`config.mk`:
```
export PLATFORM = sky130hd
export DESIGN_NAME = fetch_stage
export DESIGN_NICKNAME = d
export VERILOG_FILES = /design/src/rtl/fetch_stage_pkg.sv /design/src/rtl/fetch_stage_flopenrc.sv /design/src/rtl/fetch_stage.sv
export SDC_FILE = /design/constraint.sdc
export NUM_CORES = 1
export LEC_CHECK = 0
export ABC_AREA = 1
export BUFFER_PORTS_ARGS = -buffer_cell sky130_fd_sc_hd__buf_2
export CAP_MARGIN = 10
export CORE_ASPECT_RATIO = 1.1
export CORE_MARGIN = 5
export CORE_UTILIZATION = 25
export CTS_CLUSTER_SIZE = 20
export DETAILED_ROUTE_END_ITERATION = 16
export PLACE_DENSITY_LB_ADDON = 0.08
export SYNTH_ARGS = -nofsm -noshare
export SYNTH_HDL_FRONTEND = slang
export SYNTH_SLANG_ARGS = --single-unit
```
`constraint.sdc`:
```
create_clock -name clk -period 9.1 [get_ports clk]
set_clock_uncertainty 0.05 [all_clocks]
set_input_delay 1.365 -clock clk [delete_from_list [all_inputs] [get_ports clk]]
set_output_delay 1.365 -clock clk [all_outputs]
set_load 0.02 [all_outputs]
```
`src/rtl/fetch_stage_pkg.sv`:
```
// Shared types and constants for the instruction fetch stage.
package fetch_stage_pkg;
  localparam int              PC_W      = 32;
  localparam logic [31:0]     NOP_INSTR = 32'h0000_0000;
  localparam logic [PC_W-1:0] PC_STEP   = PC_W'(4);

  typedef enum logic [1:0] {IDLE, REQ, HOLD, DROP} fetchState_t;
endpackage

```
`src/rtl/fetch_stage_flopenrc.sv`:
```
// Flop with async reset, enable and synchronous clear (clear wins over enable).
module flopenrc #(
  parameter int WIDTH = 32
) (
  input  logic             clk,
  input  logic             reset,
  input  logic             en,
  input  logic             clr,
  input  logic [WIDTH-1:0] d,
  output logic [WIDTH-1:0] q
);
  always_ff @(posedge clk or posedge reset) begin
    if (reset)    q <= '0;
    else if (clr) q <= '0;
    else if (en)  q <= d;
  end
endmodule

```
`src/rtl/fetch_stage.sv`:
```
// Fetch stage: PC, instruction-memory handshake FSM, one-entry hold buffer, IF/ID register.
module fetch_stage
  import fetch_stage_pkg::*;
#(
  parameter logic [31:0] RESET_PC = 32'h0000_0000
) (
  input  logic        clk,
  input  logic        reset,
  input  logic        StallD,
  input  logic        FlushD,
  input  logic        PCSrcE,
  input  logic [31:0] PCTargetE,
  output logic        ImemReqF,
  output logic [31:0] ImemAddrF,
  input  logic [31:0] ImemRdata,
  input  logic        ImemValid,
  output logic [31:0] InstrD,
  output logic [31:0] PCD,
  output logic [31:0] PCPlus4D,
  output logic [6:0]  opD,
  output logic [2:0]  funct3D,
  output logic        funct7b5D,
  output logic [4:0]  Rs1D,
  output logic [4:0]  Rs2D,
  output logic [4:0]  RdD
);
  localparam int IFID_W = 32 + 2 * PC_W;

  fetchState_t     state, stateN;
  logic [PC_W-1:0] PCF, pcN, ReqAddr, reqAddrN, holdPC, holdPCN;
  logic [31:0]     holdInstr, holdInstrN, ifInstr;
  logic [PC_W-1:0] ifPC;
  logic            ifLoad, ifClr;
  logic [IFID_W-1:0] ifidQ;

  always_ff @(posedge clk or posedge reset) begin
    if (reset) begin
      state     <= IDLE;
      PCF       <= RESET_PC;
      ReqAddr   <= RESET_PC;
      holdInstr <= NOP_INSTR;
      holdPC    <= '0;
    end else begin
      state     <= stateN;
      PCF       <= pcN;
      ReqAddr   <= reqAddrN;
      holdInstr <= holdInstrN;
      holdPC    <= holdPCN;
    end
  end

  always_comb begin
    stateN     = state;
    pcN        = PCF;
    reqAddrN   = ReqAddr;
    holdInstrN = holdInstr;
    holdPCN    = holdPC;
    ifLoad     = 1'b0;
    ifInstr    = NOP_INSTR;
    ifPC       = '0;
    ImemReqF   = 1'b0;
    unique case (state)
      IDLE: begin
        stateN   = REQ;
        reqAddrN = PCF;
      end
      REQ: begin
        ImemReqF = 1'b1;
        if (PCSrcE) begin
          // A response arriving with the redirect is wrong-path; a missing one must be drained in DROP.
          pcN = PCTargetE;
          if (ImemValid) reqAddrN = PCTargetE;
          else           stateN   = DROP;
        end else if (ImemValid) begin
          pcN = PCF + PC_STEP;
          if (StallD) begin
            holdInstrN = ImemRdata;
            holdPCN    = PCF;
            stateN     = HOLD;
          end else begin
            reqAddrN = PCF + PC_STEP;
            ifLoad   = 1'b1;
            ifInstr  = ImemRdata;
            ifPC     = PCF;
          end
        end
      end
      HOLD: begin
        if (PCSrcE) begin
          pcN      = PCTargetE;
          reqAddrN = PCTargetE;
          stateN   = REQ;
        end else if (!StallD) begin
          ifLoad   = 1'b1;
          ifInstr  = holdInstr;
          ifPC     = holdPC;
          reqAddrN = PCF;
          stateN   = REQ;
        end
      end
      DROP: begin
        ImemReqF = 1'b1;
        if (PCSrcE) pcN = PCTargetE;
        if (ImemValid) begin
          reqAddrN = pcN;
          stateN   = REQ;
        end
      end
      default: stateN = IDLE;
    endcase
  end

  assign ImemAddrF = ReqAddr;

  // Anything other than a real load while not stalled becomes a bubble.
  assign ifClr = FlushD | (~StallD & ~ifLoad);

  flopenrc #(.WIDTH(IFID_W)) ifidReg (
    .clk  (clk),
    .reset(reset),
    .en   (ifLoad),
    .clr  (ifClr),
    .d    ({ifInstr, ifPC, ifPC + PC_STEP}),
    .q    (ifidQ)
  );

  assign {InstrD, PCD, PCPlus4D} = ifidQ;
  assign opD       = InstrD[6:0];
  assign funct3D   = InstrD[14:12];
  assign funct7b5D = InstrD[30];
  assign Rs1D      = InstrD[19:15];
  assign Rs2D      = InstrD[24:20];
  assign RdD       = InstrD[11:7];
endmodule

```
==> results.tsv <==
stage	metric	value	unit
timing	RSZ-0062 raised after global routing	false	
finish	commonest non-fill, non-tap cell in the layout	nand2_1	
floorplanning	die width	225	um
timing	final worst-path cycle share	53.8	%
timing	Final setup violation count	0	
clock_tree	Clock Tree Root	clkbuf_16	
clock_tree	clock sinks	224	
routing	Post-Route WL	48500	um
routing	Avg Vias per Cell	4.71	
routing	TritonRoute pass-1 iters	5	
logic_synthesis	cell area after synthesis	0.0127	mm2
clock_tree	CTS tree	yes	
global_routing	global-route wire length before repair	75000	um
power_and_ir_drop	LEAKAGE	7.85	nW
finish	Synth-to-Final Area Change	17.9	%
placed_design	DP Worst Slack	3.63	ns
floorplanning	initial core utilization	25.4	%
finish	Antenna diodes	0	
placed_design	Final GP Congestion	0.811	
floorplanning	io pins	225	
global_routing	GR Util met1	24.9	%
clock_tree	clk_lat worst skew	0.57	ns
placed_design	placed cell count	2580	
global_routing	met3 usage	2.48	%
floorplanning	core box area	0.0503	mm2
global_routing	initial antenna violation count	2	
clock_tree	Clock H-tree levels	1	
clock_tree	total CTS buffers	28	
routing	routed vias	12400	
setup_path	CP Depth	8	
setup_path	cell repeated most along the worst path	a21oi_4	
run	# Max-Cap Violations	0	
timing	Fmax	0.204	GHz
clock_tree	post-cts resize count	0	
setup_path	cell family with most CP delay	compound AO/OA/AOI/OAI gates	
global_routing	pin count of the biggest net entering global routing	107	
timing	Rel. slew slack	26.2	%
global_routing	M2 GR Usage	26.6	%
global_routing	vias in the first global route	12300	
timing	Final WS setup	4.20	ns
timing	worst slew pin tran	1.11	ns
run_status	run status	finished clean	
setup_path	Worst R2R Path Depth	9	
placed_design	port bufs	224	
clock_tree	CTS clk-pin slew, worst paths	0.06	ns
setup_path	CP max FO	43	
setup_path	slowest stage cell, crit path	a21oi_4	
finish	Finished Layout Cells	2625	
timing	Final Hold Vio Count	0	
power_and_ir_drop	Cell Pwr Density	296	mW/mm2
routing	drt wl/cell	18.5	um
routing	# DRC	0	
power_and_ir_drop	maximum VDD drop	152	uV
finish	Fillers	5627	
routing	Initial DRC Count	975	
floorplanning	Die H	247	um
setup_path	critical path launch point type	primary input	
timing	crit path time final	4.90	ns
setup_path	Worst setup EP type	register	
setup_path	critical path arrival	5.31	ns
logic_synthesis	Yosys reg bits	224	
logic_synthesis	Synth warnings	0	
setup_path	WS Path Type	primary input to register	
setup_path	Cell Chain, Critical Path	buf_2, nor2_4, nand2_2, a21oi_4, inv_2, a21oi_4, inv_1, a211oi_1	
floorplanning	die area	0.0556	mm2
worst_hold_path	Hold Path Cell Cnt	2	
setup_path	worst path required time	9.51	ns
clock_tree	Hold-fix buffers, CTS	0	
clock_tree	clock buffer depth	3	
setup_path	CP max stage delay	0.89	ns
routing	Antenna Violating Nets Remaining	0	
logic_synthesis	Yosys cell types	36	
logic_synthesis	syn avg cell area	7.04	um2
logic_synthesis	register area share after synthesis	44.0	%
global_routing	grt total ovfl	0	
timing	count of pins over their slew limit	0	
floorplanning	Rows	86	
finish	most frequent cells in the layout	nand2_1, dfrtp_1, buf_2, nor2_1, nand3_1	
global_routing	Most Crowded Layer GR	met2	
global_routing	total track usage	17.0	%
placed_design	hpwl dp	34300	um
logic_synthesis	Syn Inst Count	1810	
timing	setup TNS	0	ns
worst_hold_path	Hold Path Class	register to register	
finish	share of cells above drive strength 1	16.2	%
clock_tree	post-CTS setup repair buffer count	0	
logic_synthesis	Post-Synthesis Net Count	1886	
finish	layout net count	2026	
setup_path	critical path buffer and inverter count	3	
## registers in the layout (all words and copies together), names as in the netlist
register	flops
ImemAddrF	32
PCF	32
holdPC	32
holdInstr	32
ifidReg.q	94
state	2
## cell usage after synthesis
library cell | number | share of area [%]
o21ai_1 | 9 | 0.35
dfrtp_1 | 224 | 44
a21oi_2 | 2 | 0.14
nor2_1 | 210 | 6.2
a31o_2 | 1 | 0.069
or2_2 | 22 | 1.1
buf_1 | 7 | 0.21
xnor2_1 | 1 | 0.069
buf_2 | 33 | 1.3
nor3_1 | 4 | 0.16
nand2_2 | 2 | 0.098
a211oi_1 | 19 | 1.1
nand3_1 | 175 | 6.9
o21ai_0 | 159 | 6.2
inv_2 | 6 | 0.18
a21oi_1 | 86 | 3.4
nand4_1 | 1 | 0.049
a22oi_1 | 3 | 0.18
buf_4 | 32 | 1.9
clkbuf_1 | 56 | 1.6
o211ai_1 | 10 | 0.59
o22ai_1 | 2 | 0.098
clkinv_1 | 2 | 0.059
nand3b_1 | 1 | 0.059
xor2_1 | 4 | 0.27
nand2_1 | 513 | 15
inv_1 | 167 | 4.9
nand3_2 | 1 | 0.079
a21oi_4 | 1 | 0.13
o31ai_1 | 1 | 0.059
nor2_4 | 1 | 0.088
a22o_1 | 15 | 1.0
nor3_2 | 1 | 0.079
a31oi_1 | 32 | 1.6
ha_1 | 6 | 0.59
a32oi_1 | 1 | 0.069
## cell families after synthesis
family	share of synthesized area (%)
flops	44.0
xor+xnor	0.344
fa+ha+maj	0.589
simple gates	29.9
buf+inv	10.2
compound gates	15.0
## per-layer routing
metal / part of all wire, % / vias to the layer above / wire (um)
li1: - / 6097 / -
met5: 0.050 / - / 24
met1: 49 / 5930 / 23800
met4: 1.9 / 4 / 915
met2: 44 / 296 / 21500
met3: 4.6 / 48 / 2230
## through the flow
stage | util (%) | power [mW] | cell area [um2] | hold slack [ns]
floorplan | - | 2.80 | 12700 | 0.403
global placement | 28.2 | 3.42 | 14200 | 0.412
detailed placement | 28.2 | 3.43 | 14200 | 0.411
CTS | 29.9 | 4.52 | 15000 | 0.429
global route | 29.9 | 4.83 | 15000 | 0.435
finish | 29.9 | 4.45 | 15000 | 0.421
## power breakdown
group,internal [mW],switching (mW)
combinational,0.550,1.28
clock,0.608,0.445
sequential,1.30,0.264
## area by class of cell
type	instances	area, um2	area share, %
clock inverters	3	26.3	0.175
repair buffers	238	1230	8.16
well taps	660	826	5.49
clock buffers	42	813	5.41
flip-flops and latches	224	5610	37.3
multi-input cells	1283	5870	39.0
inverters	175	666	4.43
## tightest hold or removal path, cell delays in order, from the launching register on
cell and delay [ns]:
dfrtp_1 0.34, nand2_1 0.05, nand2_1 0.05
## final timing paths
| kind | slack, ns | to | from |
|---|---|---|---|
| worst max-delay path | 4.20 | ifidReg.q[37] | PCSrcE |
| worst min-delay path | 0.42 | ifidReg.q[13] | ifidReg.q[13] |
| worst max register to register | 4.92 | ifidReg.q[37] | state[1] |
| worst min register to register | 0.42 | ifidReg.q[13] | ifidReg.q[13] |
| max in group asynchronous | 6.69 | ifidReg.q[62] | reset |
| min in group asynchronous | 0.90 | ImemAddrF[0] | reset |
No activity file was read; power rests on OpenSTA's default activity.
